--- src/rtl/trs_loader_pkg.sv ---
// Shared definitions for the TRS-80 download parser.
// Contents:
//   state_t           parser states
//   REC_* constants   /CMD record type bytes
//   ERR_* positions   bit positions inside the parser's sticky error vector
//   load_count()      data byte count of a load record from its length byte
//   skip_count()      byte count of a skipped record from its length byte
package trs_loader_pkg;

  typedef enum logic [3:0] {
    ST_IDLE,
    ST_TYPE,
    ST_LEN,
    ST_ADDR_LO,
    ST_ADDR_HI,
    ST_DATA,
    ST_XFER_LEN,
    ST_XFER_LO,
    ST_XFER_HI,
    ST_SKIP,
    ST_RAW,
    ST_DONE
  } state_t;

  localparam logic [7:0] REC_LOAD    = 8'h01;
  localparam logic [7:0] REC_XFER    = 8'h02;
  localparam logic [7:0] REC_COMMENT = 8'h05;

  localparam int ERR_OVERRUN = 0;
  localparam int ERR_TRUNC   = 1;
  localparam int ERR_W       = 2;

  // The load length byte counts the two address bytes as well, so the
  // payload is len-2. Values 0, 1 and 2 wrap around to 254, 255 and 256.
  function automatic logic [8:0] load_count(input logic [7:0] len);
    if (len <= 8'd2) begin
      return 9'd254 + {1'b0, len};
    end
    return {1'b0, len} - 9'd2;
  endfunction

  // Skipped records carry len bytes, with zero standing for a full 256.
  function automatic logic [8:0] skip_count(input logic [7:0] len);
    if (len == 8'd0) begin
      return 9'd256;
    end
    return {1'b0, len};
  endfunction

endpackage

--- src/rtl/trs_wr_slot.sv ---
// Single-entry write holding register between the parser and memory.
// Ports:
//   clk_sys, reset_n       clock, asynchronous active-low reset
//   load                   capture load_addr/load_data and raise mem_wr
//   load_addr, load_data   write to be held
//   mem_ready              memory accepts the held write this cycle
//   mem_wr, mem_addr,      held write, stable until accepted
//   mem_data
//   busy                   a write is held and is not leaving this cycle
//   ioctl_wait             backpressure to the download source
module trs_wr_slot #(
  parameter int ADDR_W = 16
) (
  input  logic              clk_sys,
  input  logic              reset_n,
  input  logic              load,
  input  logic [ADDR_W-1:0] load_addr,
  input  logic [7:0]        load_data,
  input  logic              mem_ready,
  output logic              mem_wr,
  output logic [ADDR_W-1:0] mem_addr,
  output logic [7:0]        mem_data,
  output logic              busy,
  output logic              ioctl_wait
);

  // A new load may land in the same cycle the previous write is accepted,
  // so load takes priority over the ready-driven clear.
  always_ff @(posedge clk_sys or negedge reset_n) begin
    if (!reset_n) begin
      mem_wr   <= 1'b0;
      mem_addr <= '0;
      mem_data <= '0;
    end else if (load) begin
      mem_wr   <= 1'b1;
      mem_addr <= load_addr;
      mem_data <= load_data;
    end else if (mem_ready) begin
      mem_wr   <= 1'b0;
    end
  end

  // The slot frees up in the cycle mem_ready is seen, so a byte arriving
  // alongside mem_ready is still accepted.
  assign busy       = mem_wr && !mem_ready;
  assign ioctl_wait = mem_wr;

endmodule

--- src/rtl/trs_cmd_parser.sv ---
// TRS-80 /CMD and raw binary download parser.
// Consumes the hps_io download byte stream, parses /CMD records (load,
// transfer address, skipped types) or writes raw images linearly, and
// issues memory writes through a single-entry slot with backpressure.
// Ports:
//   clk_sys, reset_n                  clock, asynchronous active-low reset
//   ioctl_download, ioctl_index,      hps_io download interface
//   ioctl_wr, ioctl_dout, ioctl_wait
//   loader_download                   parser owns the memory bus
//   mem_wr, mem_ready, mem_addr,      memory write handshake
//   mem_data
//   execute_addr, execute_enable      transfer address and execute pulse
//   block_count                       completed load blocks, saturating
//   err_overrun, err_trunc            sticky error flags
module trs_cmd_parser
  import trs_loader_pkg::*;
#(
  parameter int          ADDR_W    = 16,
  parameter logic [7:0]  CMD_INDEX = 8'd2,
  parameter logic [7:0]  RAW_INDEX = 8'd3,
  parameter logic [15:0] RAW_BASE  = 16'h5200,
  parameter int          AUTO_EXEC = 1
) (
  input  logic              clk_sys,
  input  logic              reset_n,
  input  logic              ioctl_download,
  input  logic [7:0]        ioctl_index,
  input  logic              ioctl_wr,
  input  logic [7:0]        ioctl_dout,
  output logic              ioctl_wait,
  output logic              loader_download,
  output logic              mem_wr,
  input  logic              mem_ready,
  output logic [ADDR_W-1:0] mem_addr,
  output logic [7:0]        mem_data,
  output logic [15:0]       execute_addr,
  output logic              execute_enable,
  output logic [7:0]        block_count,
  output logic              err_overrun,
  output logic              err_trunc
);

  state_t            state_q, state_d;
  logic              selected;
  logic              active;
  logic              slot_busy;
  logic              slot_load;
  logic              byte_take;
  logic              end_req;
  logic              trunc_set;
  logic              overrun;
  logic              is_cmd_q;
  logic              skip_q;
  logic              xfer_seen_q;
  logic [8:0]        count_q;
  logic [ADDR_W-1:0] addr_q;
  logic [ERR_W-1:0]  err_q;
  logic [7:0]        block_count_q;
  logic [15:0]       exec_addr_q;

  assign selected = ioctl_download &&
                    (ioctl_index == CMD_INDEX || ioctl_index == RAW_INDEX);
  assign active   = (state_q != ST_IDLE) && (state_q != ST_DONE);
  assign end_req  = active && !ioctl_download;
  assign overrun  = active && ioctl_wr && slot_busy;

  trs_wr_slot #(.ADDR_W(ADDR_W)) u_slot (
    .clk_sys    (clk_sys),
    .reset_n    (reset_n),
    .load       (slot_load),
    .load_addr  (addr_q),
    .load_data  (ioctl_dout),
    .mem_ready  (mem_ready),
    .mem_wr     (mem_wr),
    .mem_addr   (mem_addr),
    .mem_data   (mem_data),
    .busy       (slot_busy),
    .ioctl_wait (ioctl_wait)
  );

  // State register.
  always_ff @(posedge clk_sys or negedge reset_n) begin
    if (!reset_n) begin
      state_q <= ST_IDLE;
    end else begin
      state_q <= state_d;
    end
  end

  // Next-state logic. End of download waits for the slot to drain before
  // entering DONE; ending anywhere but at a record boundary is a truncation.
  always_comb begin
    state_d   = state_q;
    slot_load = 1'b0;
    byte_take = 1'b0;
    trunc_set = 1'b0;
    case (state_q)
      ST_IDLE: begin
        if (selected) begin
          state_d = (ioctl_index == CMD_INDEX) ? ST_TYPE : ST_RAW;
        end
      end
      ST_DONE: begin
        state_d = ST_IDLE;
      end
      default: begin
        if (end_req) begin
          if (!mem_wr) begin
            state_d   = ST_DONE;
            trunc_set = (state_q != ST_TYPE) && (state_q != ST_RAW);
          end
        end else if (ioctl_wr && !slot_busy) begin
          byte_take = 1'b1;
          case (state_q)
            ST_TYPE: begin
              state_d = (ioctl_dout == REC_XFER) ? ST_XFER_LEN : ST_LEN;
            end
            ST_LEN:      state_d = skip_q ? ST_SKIP : ST_ADDR_LO;
            ST_ADDR_LO:  state_d = ST_ADDR_HI;
            ST_ADDR_HI:  state_d = ST_DATA;
            ST_DATA: begin
              slot_load = 1'b1;
              if (count_q == 9'd1) begin
                state_d = ST_TYPE;
              end
            end
            ST_XFER_LEN: state_d = ST_XFER_LO;
            ST_XFER_LO:  state_d = ST_XFER_HI;
            ST_XFER_HI:  state_d = ST_TYPE;
            ST_SKIP: begin
              if (count_q == 9'd1) begin
                state_d = ST_TYPE;
              end
            end
            ST_RAW:      slot_load = 1'b1;
            default:     state_d = state_q;
          endcase
        end
      end
    endcase
  end

  // Parser datapath: record type, byte counter, address counter, transfer
  // address, block count and sticky errors. Everything per-download is
  // re-armed on the first selected cycle while still IDLE.
  always_ff @(posedge clk_sys or negedge reset_n) begin
    if (!reset_n) begin
      is_cmd_q      <= 1'b0;
      skip_q        <= 1'b0;
      xfer_seen_q   <= 1'b0;
      count_q       <= '0;
      addr_q        <= '0;
      err_q         <= '0;
      block_count_q <= '0;
      exec_addr_q   <= '0;
    end else begin
      if (state_q == ST_IDLE && selected) begin
        is_cmd_q    <= (ioctl_index == CMD_INDEX);
        skip_q      <= 1'b0;
        xfer_seen_q <= 1'b0;
        err_q       <= '0;
        addr_q      <= ADDR_W'(RAW_BASE);
      end
      if (overrun) begin
        err_q[ERR_OVERRUN] <= 1'b1;
      end
      if (trunc_set) begin
        err_q[ERR_TRUNC] <= 1'b1;
      end
      if (byte_take) begin
        case (state_q)
          ST_TYPE:    skip_q <= (ioctl_dout != REC_LOAD);
          ST_LEN:     count_q <= skip_q ? skip_count(ioctl_dout)
                                        : load_count(ioctl_dout);
          ST_ADDR_LO: addr_q <= ADDR_W'(ioctl_dout);
          ST_ADDR_HI: addr_q <= ADDR_W'({ioctl_dout, addr_q[7:0]});
          ST_DATA: begin
            addr_q  <= addr_q + ADDR_W'(1);
            count_q <= count_q - 9'd1;
            if (count_q == 9'd1 && block_count_q != 8'hFF) begin
              block_count_q <= block_count_q + 8'd1;
            end
          end
          ST_XFER_LO: exec_addr_q[7:0] <= ioctl_dout;
          ST_XFER_HI: begin
            exec_addr_q[15:8] <= ioctl_dout;
            xfer_seen_q       <= 1'b1;
          end
          ST_SKIP:    count_q <= count_q - 9'd1;
          ST_RAW:     addr_q  <= addr_q + ADDR_W'(1);
          default:    count_q <= count_q;
        endcase
      end
    end
  end

  assign loader_download = (state_q != ST_IDLE);
  assign execute_enable  = (state_q == ST_DONE) && is_cmd_q && (AUTO_EXEC != 0) &&
                           xfer_seen_q && !err_q[ERR_TRUNC];
  assign execute_addr    = exec_addr_q;
  assign block_count     = block_count_q;
  assign err_overrun     = err_q[ERR_OVERRUN];
  assign err_trunc       = err_q[ERR_TRUNC];

endmodule
--- config.mk ---
export PLATFORM = sky130hd
export DESIGN_NAME = trs_cmd_parser
export DESIGN_NICKNAME = d
export VERILOG_FILES = /design/src/rtl/trs_loader_pkg.sv /design/src/rtl/trs_wr_slot.sv /design/src/rtl/trs_cmd_parser.sv
export SDC_FILE = /design/constraint.sdc
export NUM_CORES = 1
export LEC_CHECK = 0
export ABC_AREA = 1
export CAP_MARGIN = 20
export CELL_PAD_IN_SITES_DETAIL_PLACEMENT = 0
export CELL_PAD_IN_SITES_GLOBAL_PLACEMENT = 2
export CORE_MARGIN = 1.5
export CORE_UTILIZATION = 32
export CTS_CLUSTER_DIAMETER = 80
export DETAILED_ROUTE_END_ITERATION = 10
export GPL_TIMING_DRIVEN = 0
export PLACE_DENSITY_LB_ADDON = 0.1
export SLEW_MARGIN = 20
export SYNTH_ARGS = -nofsm -noshare
export SYNTH_HDL_FRONTEND = slang
export SYNTH_SLANG_ARGS = --single-unit
--- constraint.sdc ---
create_clock -name clk_sys -period 3.5 [get_ports clk_sys]
set_input_delay 1.05 -clock clk_sys [delete_from_list [all_inputs] [get_ports clk_sys]]
set_output_delay 1.05 -clock clk_sys [all_outputs]
set_load 0.02 [all_outputs]
==> metrics.csv <==
metric;value;unit
CTS clk-pin slew, worst paths;60;ps
clk buf depth;2;
io pins;75;
Synth Net Count;679;
worst path cell trace;inv_2 -> nor2_2 -> nand2_1 -> nor2_1 -> clkdlybuf4s50_1;
most frequent cells in the layout;nand2_1 (233), dfrtp_1 (83), nor2_1 (75);
vias in the first global route;4329;
DIE WIDTH;123.1;µm
Worst Path Required;2450;ps
Die Y;123.1;µm
most common cell after layout, fill and taps aside;nand2_1;
CTS tree;built;
Slew headroom;69.02;%
Cell Area, Placed;5609;µm²
Synth Flop Type;dfrtp_1;
cell area after synthesis;4618;µm²
endpoints failing hold;0;
Nets;765;
Post-Synth Adder-Cell Area;1.355;%
RSZ-0062 raised after global routing;false;
#FFs+latches synth;83;
Worst Skew;7.834;ps
initial antenna violation count;0;
design area;5973;µm²
vias;4427;
DRT Wirelength;13.78;mm
Pleak;2.865;nW
pin count of the biggest net entering global routing;53;
Root Buffer;clkbuf_16;
max_cap viols;0;
Largest stage delay, worst path;610;ps
post-synthesis xor/xnor area fraction;2.655;%
DR iter-0 viols;221;
sequential fraction of the synthesis area;44.97;%
Die ar.;15160;µm²
main combinational cell family by area after synthesis;simple AND/OR/NAND/NOR gates;
row cnt;43;
htree depth;3;
mux cell area share after synthesis;0;%
Power, Total;4.608;mW
Vias per Instance;4.796;
area leader, netlist;dfrtp_1;
core area;13990;µm²
gr usage total;19.76;%
starting density of the core;33.01;%
Synth top area share;44.97;%
Tightest Pin Transition;464.6;ps
placed insts;908;
min cycle time layout;3054;ps
count of buffer and inverter cells on the critical path;2;
outcome;finished clean;
CTS Buf Count;9;
Syn Inst Count;653;
Crit. End Element;primary output;
final hold slack;468.9;ps
first-pass GRT wire length;22.71;mm
final slew viol count;0;
post-detail-place hpwl;10.54;mm
simple logic cell fraction of the synthesized area;34.68;%
Routed Antenna Nets;0;
reg2reg setup slack;1480;ps
ANT cells;0;
Critical Path Fanout Max;7;
RePlAce Congestion;0.8775;
Cell Pwr Density;771.5;nW/µm²
share of layout cells above drive strength 1;6.057;%
Startpoint Class;register;
clk_lat worst skew;350;ps
Post-synth EDFFs;0;
Synth cell types;27;
hold-fix buffers at CTS;0;
drt pass-1 iters;5;
synth warn;0;
post-cts resize count;0;
fraction of registers with async set/reset;100.0;%
Non-Filler Instances;923;
average cell area after synthesis;7.072;µm²
worst endpoint data arrival time;2000;ps
VDD IR-drop max;0.2551;mV
final worst slack;446.1;ps
crit path max-delay cell type;clkdlybuf4s50_1;
dpl ws;487.6;ps
fin crit share;87.26;%
# setup viols final;0;
Fmax;327.4;MHz
post-CTS setup buffers;0;
Synth-to-Final Area Change;29.34;%
filler instances;1496;
clock tree sinks;83;
worst min-delay path category;register to register;
routed len/inst;14.93;µm
DRC viols;0;
Area contributors post-synth;dfrtp_1 (45%), nand2_1 (19%), nor2_1 (6.1%), nand3_1 (5.9%), inv_1 (5.1%);
post-synthesis compound-gate area fraction;9.428;%
family with the most delay on the worst path;buffers and inverters;
Overflow after GRT;0;
Port Buffer Count;74;
critical path type;register to primary output;
-- sequential cells by signal, summed over array words and instances, names as in the netlist --
signal             flops
u_slot.mem_addr       16
err_q                  2
is_cmd_q               1
execute_addr          16
u_slot.ioctl_wait      1
count_q                9
addr_q                16
state_q                4
xfer_seen_q            1
block_count            8
u_slot.mem_data        8
skip_q                 1
-- tightest hold or removal path, cell delays in order (launching register included) --
cell and delay, ps:
dfrtp_1 340, nand2_1 50, nand2_1 50
-- power breakdown --
part,switching (mW),internal (mW),leakage [nW],total (mW)
Combinational,1.12,0.763,1.60,1.89
Clock,0.394,0.784,0.179,1.18
Sequential,0.269,1.28,1.09,1.54
Total,1.79,2.82,2.86,4.61
-- per-stage QoR --
| stage | utilization (%) | setup TNS [ps] |
|---|---|---|
| CTS | 42.70 | 0 |
| detailed placement | 40.10 | 0 |
| global route | 42.70 | 0 |
| floorplan | - | 0 |
| finish | 42.70 | 0 |
| global placement | 39.92 | -150590 |
-- synthesized netlist by cell type (3+ instances only) --
library cell / count
inv_1: 63
a21oi_1: 6
nand3_1: 54
o211ai_1: 3
nor3_1: 5
o22ai_1: 4
nor2_2: 3
nor2_1: 75
xnor2_1: 9
inv_2: 4
xor2_1: 5
dfrtp_1: 83
buf_2: 9
nand4_1: 7
o21ai_1: 32
o21ai_0: 36
nand2_2: 6
nand2_1: 233
ha_1: 5
-- worst paths after layout --
| check | start | end | depth (start not counted) |
|---|---|---|---|
| max | state_q[3] | execute_enable | 5 |
| min | u_slot.mem_addr[8] | u_slot.mem_addr[8] | 2 |
| max reg2reg | state_q[3] | addr_q[2] | 10 |
| min reg2reg | u_slot.mem_addr[8] | u_slot.mem_addr[8] | 2 |
| max in group asynchronous | reset_n | block_count[0] | 2 |
| min in group asynchronous | reset_n | execute_addr[0] | 1 |
-- routing by layer --
| layer | up-vias | global-route usage [%] | part of all wire (%) |
|---|---|---|---|
| li1 | 2257 | - | - |
| met1 | 2081 | 27.28 | 48 |
| met2 | 75 | 31.60 | 47 |
| met3 | 14 | 2.860 | 2.9 |
| met4 | 0 | 7.040 | 1.8 |
| met5 | - | 0 | 0 |
-- area by class of cell --
cell class              instances  area, µm²  share of cell area, %
multi-input cells             490       2222                  37.20
plain buffers                  13      67.56                  1.131
repair buffers                 75      765.7                  12.82
clock inverters                 5      125.1                  2.095
inverters                      67      251.5                  4.210
well taps                     180      225.2                  3.770
flip-flops and latches         83       2077                  34.77
clock buffers                  10      239.0                  4.001
-- logic make-up after synthesis --
kind of cell | after synthesis
xor+xnor | 14
buf+inv | 80
fa+ha+maj | 5
simple gates | 388
flops | 83
compound gates | 83
(Power assumes the default switching activity.)
